===== src/rtl/guess_pkg.sv =====
// Shared constants, state encoding and helpers for the guess entry controller.
// Slot colours are 3-bit codes: 0 = off, 1..NUM_COLORS selectable, 7 reserved.
package guess_pkg;

    localparam int          SLOTS      = 4;
    localparam int          SLOT_W     = 3;
    localparam int          CODE_W     = SLOTS * SLOT_W;

    localparam logic [SLOT_W-1:0] COLOR_OFF = 3'd0;
    localparam logic [SLOT_W-1:0] COLOR_MIN = 3'd1;
    localparam logic [SLOT_W-1:0] FB_EXACT  = 3'b010;

    typedef enum logic [1:0] {
        ST_EDIT    = 2'd0,
        ST_SUBMIT  = 2'd1,
        ST_WAIT_FB = 2'd2,
        ST_DONE    = 2'd3
    } state_t;

    // True when every feedback field reports an exact colour+position hit.
    function automatic logic all_exact(input logic [CODE_W-1:0] fb);
        logic hit;
        hit = 1'b1;
        for (int i = 0; i < SLOTS; i++) begin
            if (fb[i*SLOT_W +: SLOT_W] != FB_EXACT) begin
                hit = 1'b0;
            end
        end
        return hit;
    endfunction

endpackage


===== src/rtl/guess_entry_wrap_step.sv =====
// Wrapping increment/decrement over the closed range [LO, HI].
// dec has priority over inc; with neither asserted the value passes through.
module wrap_step #(
    parameter int W  = 3,
    parameter int LO = 1,
    parameter int HI = 6
) (
    input  logic [W-1:0] value,
    input  logic         inc,
    input  logic         dec,
    output logic [W-1:0] next
);

    localparam logic [W-1:0] LO_V  = W'(LO);
    localparam logic [W-1:0] HI_V  = W'(HI);
    localparam logic [W-1:0] ONE_V = W'(1);

    always_comb begin
        next = value;
        if (dec) begin
            next = (value == LO_V) ? HI_V : value - ONE_V;
        end else if (inc) begin
            next = (value == HI_V) ? LO_V : value + ONE_V;
        end
    end

endmodule


===== src/rtl/guess_entry.sv =====
// Player-side guess entry: button-driven 4-slot colour editor, valid/ready hand-off
// to the scorer, feedback latch and guess/win bookkeeping. All outputs registered.
//
// state      | meaning
// ST_EDIT    | player edits slots, cursor blinks
// ST_SUBMIT  | guess offered to scorer, held until accepted
// ST_WAIT_FB | waiting for scorer feedback strobe
// ST_DONE    | game finished, outputs frozen until btn_submit
module guess_entry
    import guess_pkg::*;
#(
    parameter int NUM_COLORS  = 6,
    parameter int MAX_GUESSES = 10,
    parameter int CNT_W       = 4
) (
    input  logic              clk,
    input  logic              rst_n,
    input  logic              btn_left,
    input  logic              btn_right,
    input  logic              btn_up,
    input  logic              btn_down,
    input  logic              btn_submit,
    input  logic              guess_ready,
    input  logic              feedback_valid,
    input  logic [CODE_W-1:0] feedback_rgb,
    output logic              guess_valid,
    output logic [CODE_W-1:0] guess_code,
    output logic              blink_enable,
    output logic [1:0]        blink_led,
    output logic [SLOT_W-1:0] guess_rgb0,
    output logic [SLOT_W-1:0] guess_rgb1,
    output logic [SLOT_W-1:0] guess_rgb2,
    output logic [SLOT_W-1:0] guess_rgb3,
    output logic [SLOT_W-1:0] history_rgb0,
    output logic [SLOT_W-1:0] history_rgb1,
    output logic [SLOT_W-1:0] history_rgb2,
    output logic [SLOT_W-1:0] history_rgb3,
    output logic [CNT_W-1:0]  guess_count,
    output logic              game_over,
    output logic              game_won
);

    localparam logic [CNT_W-1:0] CNT_MAX = CNT_W'(MAX_GUESSES);
    localparam logic [CNT_W-1:0] CNT_ONE = CNT_W'(1);

    state_t            state_q;
    logic [SLOT_W-1:0] slot_q [SLOTS];
    logic [SLOT_W-1:0] hist_q [SLOTS];
    logic [1:0]        cur_q;
    logic              valid_q;
    logic              blink_en_q;
    logic [CNT_W-1:0]  cnt_q;
    logic              over_q;
    logic              won_q;

    logic              act_left;
    logic              act_right;
    logic              act_up;
    logic              act_down;
    logic [1:0]        cur_d;
    logic [SLOT_W-1:0] color_d;
    logic              new_game;

    // One action per cycle: submit > left > right > up > down.
    always_comb begin
        act_left  = btn_left && !btn_submit;
        act_right = btn_right && !btn_submit && !btn_left;
        act_up    = btn_up && !btn_submit && !btn_left && !btn_right;
        act_down  = btn_down && !btn_submit && !btn_left && !btn_right && !btn_up;
    end

    wrap_step #(
        .W  (2),
        .LO (0),
        .HI (SLOTS - 1)
    ) u_cursor_step (
        .value (cur_q),
        .inc   (act_right),
        .dec   (act_left),
        .next  (cur_d)
    );

    wrap_step #(
        .W  (SLOT_W),
        .LO (1),
        .HI (NUM_COLORS)
    ) u_color_step (
        .value (slot_q[cur_q]),
        .inc   (act_up),
        .dec   (act_down),
        .next  (color_d)
    );

    // A submit press in DONE starts a new game with exactly the reset values.
    assign new_game = (state_q == ST_DONE) && btn_submit;

    always_ff @(posedge clk) begin
        if (!rst_n || new_game) begin
            state_q    <= ST_EDIT;
            cur_q      <= 2'd0;
            valid_q    <= 1'b0;
            blink_en_q <= 1'b1;
            cnt_q      <= '0;
            over_q     <= 1'b0;
            won_q      <= 1'b0;
            for (int i = 0; i < SLOTS; i++) begin
                slot_q[i] <= COLOR_MIN;
                hist_q[i] <= COLOR_OFF;
            end
        end else begin
            case (state_q)
                ST_EDIT: begin
                    if (btn_submit) begin
                        state_q    <= ST_SUBMIT;
                        valid_q    <= 1'b1;
                        blink_en_q <= 1'b0;
                    end else begin
                        cur_q         <= cur_d;
                        slot_q[cur_q] <= color_d;
                    end
                end
                ST_SUBMIT: begin
                    if (guess_ready) begin
                        state_q <= ST_WAIT_FB;
                        valid_q <= 1'b0;
                        if (cnt_q != CNT_MAX) begin
                            cnt_q <= cnt_q + CNT_ONE;
                        end
                    end
                end
                ST_WAIT_FB: begin
                    if (feedback_valid) begin
                        for (int i = 0; i < SLOTS; i++) begin
                            hist_q[i] <= feedback_rgb[i*SLOT_W +: SLOT_W];
                        end
                        if (all_exact(feedback_rgb)) begin
                            state_q <= ST_DONE;
                            over_q  <= 1'b1;
                            won_q   <= 1'b1;
                        end else if (cnt_q == CNT_MAX) begin
                            state_q <= ST_DONE;
                            over_q  <= 1'b1;
                            won_q   <= 1'b0;
                        end else begin
                            state_q    <= ST_EDIT;
                            cur_q      <= 2'd0;
                            blink_en_q <= 1'b1;
                        end
                    end
                end
                ST_DONE: begin
                    over_q     <= 1'b1;
                    blink_en_q <= 1'b0;
                end
                default: begin
                    state_q <= ST_EDIT;
                end
            endcase
        end
    end

    assign guess_valid  = valid_q;
    assign blink_enable = blink_en_q;
    assign blink_led    = cur_q;
    assign guess_count  = cnt_q;
    assign game_over    = over_q;
    assign game_won     = won_q;

    assign guess_rgb0   = slot_q[0];
    assign guess_rgb1   = slot_q[1];
    assign guess_rgb2   = slot_q[2];
    assign guess_rgb3   = slot_q[3];
    assign guess_code   = {slot_q[3], slot_q[2], slot_q[1], slot_q[0]};

    assign history_rgb0 = hist_q[0];
    assign history_rgb1 = hist_q[1];
    assign history_rgb2 = hist_q[2];
    assign history_rgb3 = hist_q[3];

endmodule


===== config.mk =====
export PLATFORM = sky130hd
export DESIGN_NAME = guess_entry
export DESIGN_NICKNAME = d
export VERILOG_FILES = /design/src/rtl/guess_pkg.sv /design/src/rtl/guess_entry_wrap_step.sv /design/src/rtl/guess_entry.sv
export SDC_FILE = /design/constraint.sdc
export NUM_CORES = 1
export LEC_CHECK = 0
export ABC_AREA = 1
export CORE_ASPECT_RATIO = 0.5
export CORE_MARGIN = 10
export CORE_UTILIZATION = 50
export CTS_CLUSTER_DIAMETER = 40
export DETAILED_ROUTE_END_ITERATION = 7
export PLACE_DENSITY_LB_ADDON = 0.3
export SYNTH_ARGS = -nofsm -noshare
export SYNTH_HDL_FRONTEND = slang
export SYNTH_SLANG_ARGS = --single-unit

===== constraint.sdc =====
create_clock -name clk -period 3 [get_ports clk]
set_input_delay 0.6 -clock clk [delete_from_list [all_inputs] [get_ports clk]]
set_output_delay 0.6 -clock clk [all_outputs]
set_load 0.01 [all_outputs]

==> results of run 1 <==
[per-stage QoR]
stage	instances	cell area (sq um)
2_1_floorplan	257	2176
3_3_place_gp	364	2811
3_5_place_dp	364	2811
4_1_cts	372	2944
5_1_grt	372	2944
6_report	372	2944
[layer usage]
metal,track usage [%],up-vias,share of wire (%)
met3,5.273,7,10
met2,26.71,68,50
met4,4.874,0,1.1
met1,15.15,852,39
li1,-,923,-
met5,0,-,0
[final cells by class]
cell class | instances | share of cell area [%]
repair buffers | 67 | 22.69
flip-flops and latches | 38 | 34.00
well taps | 54 | 2.295
clock buffers | 8 | 4.505
inverters | 43 | 5.482
multi-input cells | 162 | 31.02
[cell families after synthesis]
kind of cell | Yosys count | share of synthesized area, %
AND/OR/NAND/NOR | 121 | 26.39
buffers and inverters | 57 | 12.02
flip-flops | 38 | 46.00
AO/OA/AOI/OAI | 27 | 7.878
adder cells (fa/ha/maj) | 12 | 6.900
XOR/XNOR | 2 | 0.8052
[power by group through the flow]
stage                     sequential (mW)  clock [mW]  combinational, mW
after floorplan                     0.653           0              0.243
after global placement              0.643           0              0.393
after detailed placement            0.645           0              0.405
after CTS                           0.634       0.485              0.408
after global routing                0.642       0.506              0.452
final                               0.634       0.479              0.405
[worst max-delay path, cell delays in order, from the launching register on]
cell and delay (ps):
dfxtp_1 470, inv_2 100, nand2_1 80, nand3_1 70, nand2_1 140, inv_1 80, ha_1 240, or2_2 280
o31ai_1 340, nor2_4 40, nand2_2 100, nor2_1 50
[sequential cells by signal, indices dropped and copies added (netlist names), named ones only]
name and flops:
blink_enable 1, blink_led 2, game_over 1, game_won 1, guess_count 4, guess_valid 1, hist_q 12, slot_q 12
state_q 2
[final timing paths]
| kind | start | endpoint | slack, ps | cells after the start |
|---|---|---|---|---|
| setup / recovery | flop | slot_q[1][1] | 750 | 11 |
| hold / removal | blink_enable | blink_enable | 450 | 2 |
| setup reg to reg | flop | slot_q[1][1] | 750 | 11 |
| hold reg to reg | blink_enable | blink_enable | 450 | 2 |
[placed cells by master, fill, tap and decap left out, types with 2 or more instances in the layout]
master,instances
nor2_1,36
clkbuf_8,6
nand2_1,52
inv_1,40
clkbuf_16,2
a21oi_1,12
xor2_1,2
ha_1,12
nor2_4,2
nand2_2,2
edfxtp_1,24
nand3_1,15
o31ai_1,2
a21oi_2,3
clkdlybuf4s50_1,66
inv_2,3
dfxtp_1,14
o21ai_0,5
nand2_4,2
nand3_2,6
==> results.py, run 1 <==
metrics = {
    "status": {
        "outcome": "complete, no violations",
    },
    "timing": {
        "skew_ps": 4.267,
        "setup_tns_ps": 0,
        "timing.fmax_ghz": 0.4445,
        "maxSlewViolCount": 0,
        "hold_slack_ps": 454.8,
        "fin_crit_ps": 2250,
        "finalWorstSetupSlack_ps": 750.1,
        "maxSlewHeadroom_pct": 56.59,
        "rsz0062_at_grt": "no",
        "setup_viol_count_final": 0,
        "finalCritPeriodShare_pct": 75.00,
        "tightest_slew_ps": 645.7,
        "hold_viol": 0,
    },
    "pwr": {
        "power.leakage_nw": 1.273,
        "p_seq_share_pct": 41.8,
        "swShare_pct": 29.89,
        "total_power_mw": 1.519,
        "ir_worst_vdd_v": 0.0002674,
        "p_int_mw": 1.065,
        "clkPwrFrac_pct": 31.5,
        "p_sw_mw": 0.4540,
        "power_frac_comb_pct": 26.7,
        "cellPowerDensity_nw_per_um2": 515.9,
    },
    "detailed_routing": {
        "vias_per_cell": 4.973,
        "routedWlPerCell_um": 14.48,
        "drc": 0,
        "drt-initial-drc-count": 79,
        "drt_first_pass_iters": 4,
        "antenna_left": 0,
        "drt_wl_total_mm": 5.387,
        "vias": 1850,
    },
    "placed_design": {
        "place_hpwl_mm": 4.334,
        "dp_slack_ps": 773.5,
        "io_buffers": 66,
        "gp_congestion": 0.8380,
    },
    "clock_tree": {
        "clk_pin_slew_ps": 80,
        "cts_tree": "yes",
        "worstSkewPairLatency_ps": 290,
        "htree_levels": 2,
        "clockBufferDepth": 2,
        "cts_setup_buffers": 0,
        "cts.sinks": 38,
        "hold_buffers": 0,
        "cts_made_buffers": 5,
        "cts-resized-gates": 0,
        "root_buffer": "clkbuf_8",
    },
    "grt": {
        "antenna_found_initial": 0,
        "grt_pass1_wl_mm": 8.894,
        "grt-ovfl-total": 0,
        "grt_max_degree": 14,
        "grt_pass1_vias": 1898,
        "grt_use_total_pct": 14.45,
    },
    "die": {
        "placementRows": 16,
        "die_area_sq_um": 7550,
        "die_y_um": 66.65,
        "initial_core_util_pct": 53.81,
        "core_sq_um": 4044,
        "ios": 67,
        "dieWidth_um": 113.3,
    },
    "finish": {
        "register_area_sq_um": 1001,
        "multi_input_area_sq_um": 913.4,
        "n_antenna_cell": 0,
        "final_util_pct": 72.80,
        "num-fill-cells": 293,
        "nNetsFinal": 350,
        "drive_above_1_share_pct": 10.06,
        "syn2layout_area_growth_pct": 35.31,
    },
    "yosys": {
        "ys_warn_count": 0,
        "syn-num-nets": 290,
        "async_flop_share_pct": 0,
        "yosys.area.top_type": "edfxtp_1",
        "synth_commonest_cells": "nand2_1 (52), inv_1 (40), nor2_1 (36)",
        "synth_top_area_share_pct": 33.12,
        "yosysMostFrequentCell": "nand2_1",
        "synth-edff-count": 24,
        "synth.cell_area_sq_um": 2176,
        "synth_flop_cell": "edfxtp_1",
        "ys_seq_area_share_pct": 46.00,
        "ys_ff_latch": 38,
        "synth_cell_types": 30,
        "synth_cells": 257,
        "ys_top_cells_by_area": "edfxtp_1 (33%), dfxtp_1 (13%), nand2_1 (9.0%), ha_1 (6.9%), inv_1 (6.9%)",
        "syn_avg_cell_area_sq_um": 8.466,
    },
    "setup_path": {
        "required_ps": 3050,
        "worstPathArrival_ps": 2300,
        "startpoint_type": "flop",
        "path_max_fanout": 7,
        "worstSetupPathType": "reg -> reg",
        "end_kind": "flop",
    },
    "worst_hold_path": {
        "min_path_type": "reg -> reg",
    },
    "flow_run": {
        "maxCapViolations": 0,
    },
}
Power figures use the tool's default switching activity.
==> run 2: changes to the inputs <==
CORE_UTILIZATION = 42   (was 50)
clock period = 1.9 ns   (was 3 ns; I/O delays follow)
==> results.py, run 2 (synthesis gave the netlist of run 1 again) <==
metrics = {
    "timing": {
        "hold_viol": 0,
        "skew_ps": 8.348,
        "maxSlewHeadroom_pct": 74.67,
        "fin_crit_ps": 1857,
        "timing.fmax_ghz": 0.5386,
        "tightest_slew_ps": 379.5,
        "maxSlewViolCount": 0,
        "setup_viol_count_final": 0,
        "setup_tns_ps": 0,
        "hold_slack_ps": 465.2,
        "finalCritPeriodShare_pct": 97.72,
    },
    "finish": {
        "n_antenna_cell": 0,
        "layout_commonest_cell": "clkdlybuf4s50_1",
        "layout_common_cells": "clkdlybuf4s50_1 (66), nand2_1 (48), inv_1 (38), nor2_1 (34), buf_4 (30)",
        "final_util_pct": 64.93,
        "num-fill-cells": 395,
        "fin_area_sq_um": 3232,
        "syn2layout_area_growth_pct": 48.53,
        "nNetsFinal": 380,
        "drive_above_1_share_pct": 22.13,
    },
    "detailed_routing": {
        "drt-initial-drc-count": 97,
        "antenna_left": 0,
        "drt_wl_total_mm": 5.549,
        "drc": 0,
        "vias": 1969,
        "vias_per_cell": 4.711,
        "routedWlPerCell_um": 13.28,
        "drt_first_pass_iters": 4,
    },
    "worst_hold_path": {
        "hold_path_end": "blink_enable",
        "hold_path.startpoint": "blink_enable",
        "min_path_type": "reg -> reg",
        "hold_depth": 2,
    },
    "die": {
        "initial_core_util_pct": 43.72,
        "core_sq_um": 4977,
        "dieWidth_um": 121.8,
        "ios": 67,
        "placementRows": 18,
        "die_y_um": 70.90,
        "die_area_sq_um": 8634,
    },
    "clock_tree": {
        "cts_tree": "yes",
        "hold_buffers": 0,
        "worstSkewPairLatency_ps": 300,
        "cts.sinks": 38,
        "htree_levels": 2,
        "clk_pin_slew_ps": 80,
        "clockBufferDepth": 2,
        "root_buffer": "clkbuf_8",
        "cts_made_buffers": 5,
    },
    "status": {
        "outcome": "complete, no violations",
    },
    "placed_design": {
        "dpl_cell_area_sq_um": 3064,
        "gp_congestion": 0.9168,
        "place_hpwl_mm": 4.522,
        "io_buffers": 66,
    },
    "setup_path": {
        "worstPathArrival_ps": 1480,
        "path_max_fanout": 2,
        "r2r_slack_ps": 80,
        "end_kind": "output port",
        "required_ps": 1520,
        "worstSetupPathType": "reg -> out",
        "startpoint_type": "flop",
        "reg2reg_to": "slot_q[1][1]",
        "rr_worst_depth": 11,
    },
    "grt": {
        "grt_pass1_vias": 2014,
        "antenna_found_initial": 0,
        "grt_use_total_pct": 12.96,
        "grt_max_degree": 14,
        "grt-ovfl-total": 0,
        "grt_pass1_wl_mm": 9.156,
    },
    "pwr": {
        "power_frac_comb_pct": 32.6,
        "ir_worst_vdd_v": 0.0003657,
        "clkPwrFrac_pct": 25.2,
        "p_seq_share_pct": 42.1,
        "cellPowerDensity_nw_per_um2": 734.8,
        "swShare_pct": 32.09,
        "total_power_mw": 2.375,
        "p_int_mw": 1.613,
        "power.leakage_nw": 1.409,
        "p_sw_mw": 0.7620,
    },
    "flow_run": {
        "maxCapViolations": 0,
    },
}
run 2: critical path, stage by stage, from the launching register on:
cell	delay [ps]
edfxtp_1	420
buf_4	150
buf_4	120
clkdlybuf4s50_1	480
run 2: worst max-delay path by stage:
stage | end | startpoint | slack [ps]
2_1_floorplan | slot_q[1][1] | slot_q[1][0] | 20
3_3_place_gp | slot_q[0][0] | btn_left | 8
3_5_place_dp | slot_q[1][1] | flop | -60
4_1_cts | slot_q[2][1] | flop | 5
5_1_grt | slot_q[2][1] | flop | -2
6_report | guess_code[6] | slot_q[2][0] | 40
run 2: power groups by stage:
| stage | Sequential, mW | Combinational [mW] | Clock (mW) |
|---|---|---|---|
| after CTS | 1.00 | 0.763 | 0.608 |
| after floorplan | 1.03 | 0.399 | 0 |
| final | 1.00 | 0.775 | 0.599 |
| after global routing | 1.01 | 0.861 | 0.645 |
| after detailed placement | 1.02 | 0.733 | 0 |
| after global placement | 1.01 | 0.707 | 0 |
run 2: routing by layer:
layer  track usage, %  wire, um  vias to the layer above
li1                 -         -                      984
met1            13.49      2280                      915
met2            23.87      2778                       60
met3            3.563       393                       10
met4            5.913        97                        0
met5                0         0                        -
run 2: timing repair:
| action | CTS | global route |
|---|---|---|
| endpoints found under the setup margin | 8 | 12 |
| pin swaps | 5 | 4 |
| resized for setup | 7 | 11 |
| buffers inserted | 3 | 0 |
| gates cloned | 0 | 0 |
run 2: through the flow:
stage | worst slack [ps] | std cells
after global placement | 7.915 | 407
after CTS | 5.134 | 418
final | 43.28 | 418
after global routing | -1.757 | 418
after detailed placement | -61.68 | 407
after floorplan | 23.75 | 257
run 2: area by class of cell:
cell class,instances,area (sq um),share of cell area (%)
sequential,38,1005,31.09
multi-input combinational,162,975.9,30.20
timing repair buffer,97,905.9,28.03
inverter,43,163.9,5.072
tap,70,87.58,2.710
clock buffer,6,82.58,2.555
clock inverter,2,11.26,0.3484
==> run 3: changes to the inputs <==
PLACE_DENSITY = 0.81   (was not set)
PLACE_DENSITY_LB_ADDON = not set   (was 0.3)
==> results.py, run 3 (synthesis gave the netlist of run 1 again) <==
metrics = {
    "status": {
        "outcome": "complete, no violations",
    },
    "placed_design": {
        "gp_congestion": 0.8737,
        "io_buffers": 66,
        "dp_slack_ps": -96.30,
        "place_hpwl_mm": 4.659,
        "placedCellCount": 403,
    },
    "detailed_routing": {
        "vias": 2011,
        "drt-initial-drc-count": 160,
        "drt_wl_total_mm": 5.973,
        "antenna_left": 0,
        "drt_first_pass_iters": 5,
        "vias_per_cell": 4.788,
        "drc": 0,
        "routedWlPerCell_um": 14.22,
    },
    "grt": {
        "antenna_found_initial": 0,
        "grt_max_degree": 14,
        "grt_pass1_wl_mm": 9.549,
        "grt-ovfl-total": 0,
        "grt_pass1_vias": 2023,
        "grt_use_total_pct": 13.41,
    },
    "die": {
        "core_sq_um": 4977,
        "dieWidth_um": 121.8,
        "ios": 67,
        "die_y_um": 70.90,
        "die_area_sq_um": 8634,
        "placementRows": 18,
        "initial_core_util_pct": 43.72,
    },
    "clock_tree": {
        "clk_pin_slew_ps": 80,
        "cts_made_buffers": 5,
        "worstSkewPairLatency_ps": 300,
        "htree_levels": 2,
        "clockBufferDepth": 2,
        "cts_tree": "yes",
        "cts.sinks": 38,
        "hold_buffers": 0,
        "root_buffer": "clkbuf_8",
    },
    "finish": {
        "layout_commonest_cell": "clkdlybuf4s50_1",
        "n_antenna_cell": 0,
        "num-fill-cells": 388,
        "layout_common_cells": "clkdlybuf4s50_1 (62), nand2_1 (49), inv_1 (38), nor2_1 (36), buf_4 (32)",
        "multi_input_area_sq_um": 988.4,
        "nNetsFinal": 382,
        "drive_above_1_share_pct": 22.00,
        "syn2layout_area_growth_pct": 49.86,
        "register_area_sq_um": 1006,
        "stdcell_count": 420,
    },
    "timing": {
        "maxSlewViolCount": 0,
        "tightest_slew_ps": 376.9,
        "fin_crit_ps": 1881,
        "finalCritPeriodShare_pct": 99.01,
        "maxSlewHeadroom_pct": 74.84,
        "timing.fmax_ghz": 0.5316,
        "hold_viol": 0,
        "finalWorstSetupSlack_ps": 18.84,
        "skew_ps": 8.728,
        "setup_viol_count_final": 0,
    },
    "pwr": {
        "power.leakage_nw": 1.436,
        "cellPowerDensity_nw_per_um2": 720.4,
        "ir_worst_vdd_v": 0.0003856,
    },
    "setup_path": {
        "path_max_fanout": 6,
        "required_ps": 1950,
        "startpoint_type": "flop",
        "worstPathArrival_ps": 1930,
        "end_kind": "flop",
        "worstSetupPathType": "reg -> reg",
    },
    "worst_hold_path": {
        "min_path_type": "reg -> reg",
    },
    "flow_run": {
        "maxCapViolations": 0,
    },
}
run 3: worst max-delay path, cell delays in order, from the launching register on:
cell and delay (ps):
dfxtp_4 390, inv_4 60, nand2_1 110, nand3_2 90, nand2_2 110, inv_2 60
ha_4 160, or2_4 240, o31ai_4 220, nor2_4 40, nand2_2 90, nor2_1 50
run 3: metrics by stage:
| stage | utilization (%) | area (sq um) | setup TNS (ps) | power (mW) | hold slack, ps |
|---|---|---|---|---|---|
| final | 65.51 | 3261 | 0 | 2.349 | 493.5 |
| after floorplan | - | 2193 | 0 | 1.431 | 476.8 |
| after CTS | 63.55 | 3163 | 0 | 2.301 | 497.1 |
| after global routing | 65.51 | 3261 | -403.5 | 2.506 | 529.6 |
| after detailed placement | 60.96 | 3034 | -733.1 | 1.737 | 481.7 |
| after global placement | 60.96 | 3034 | -31.69 | 1.702 | 447.3 |
run 3: final timing paths:
path / from / end / slack [ps] / depth (start not counted)
setup / recovery: flop / slot_q[1][1] / 20 / 11
hold / removal: guess_count[3] / guess_count[3] / 490 / 2
setup reg to reg: flop / slot_q[1][1] / 20 / 11
hold reg to reg: guess_count[3] / guess_count[3] / 490 / 2
run 3: layout make-up:
| cell class | count | share of cell area, % |
|---|---|---|
| well taps | 70 | 2.686 |
| repair buffers | 99 | 28.55 |
| clock inverters | 2 | 0.2686 |
| flip-flops and latches | 38 | 30.85 |
| inverters | 43 | 5.104 |
| multi-input cells | 162 | 30.31 |
| clock buffers | 6 | 2.226 |
run 3: per-layer routing:
metal / track usage [%] / routed length (um) / vias to the layer above
met4: 6.307 / 148 / 0
met3: 4.196 / 422 / 14
met5: 0 / 0 / -
li1: - / - / 988
met1: 13.91 / 2292 / 943
met2: 24.29 / 3110 / 66
run 3: report_power, final:
group          switching [mW]  total [mW]  leakage (nW)  internal [mW]
clock network           0.289       0.541        0.0426          0.252
registers              0.0590        1.00         0.351          0.946
logic                   0.425       0.803          1.04          0.378
total                   0.773        2.35          1.44           1.58
run 3: what timing repair did:
action,in CTS,in global routing
pin swaps,3,6
gates resized for setup,4,20
endpoints found under the setup margin,11,15
setup buffers,5,4
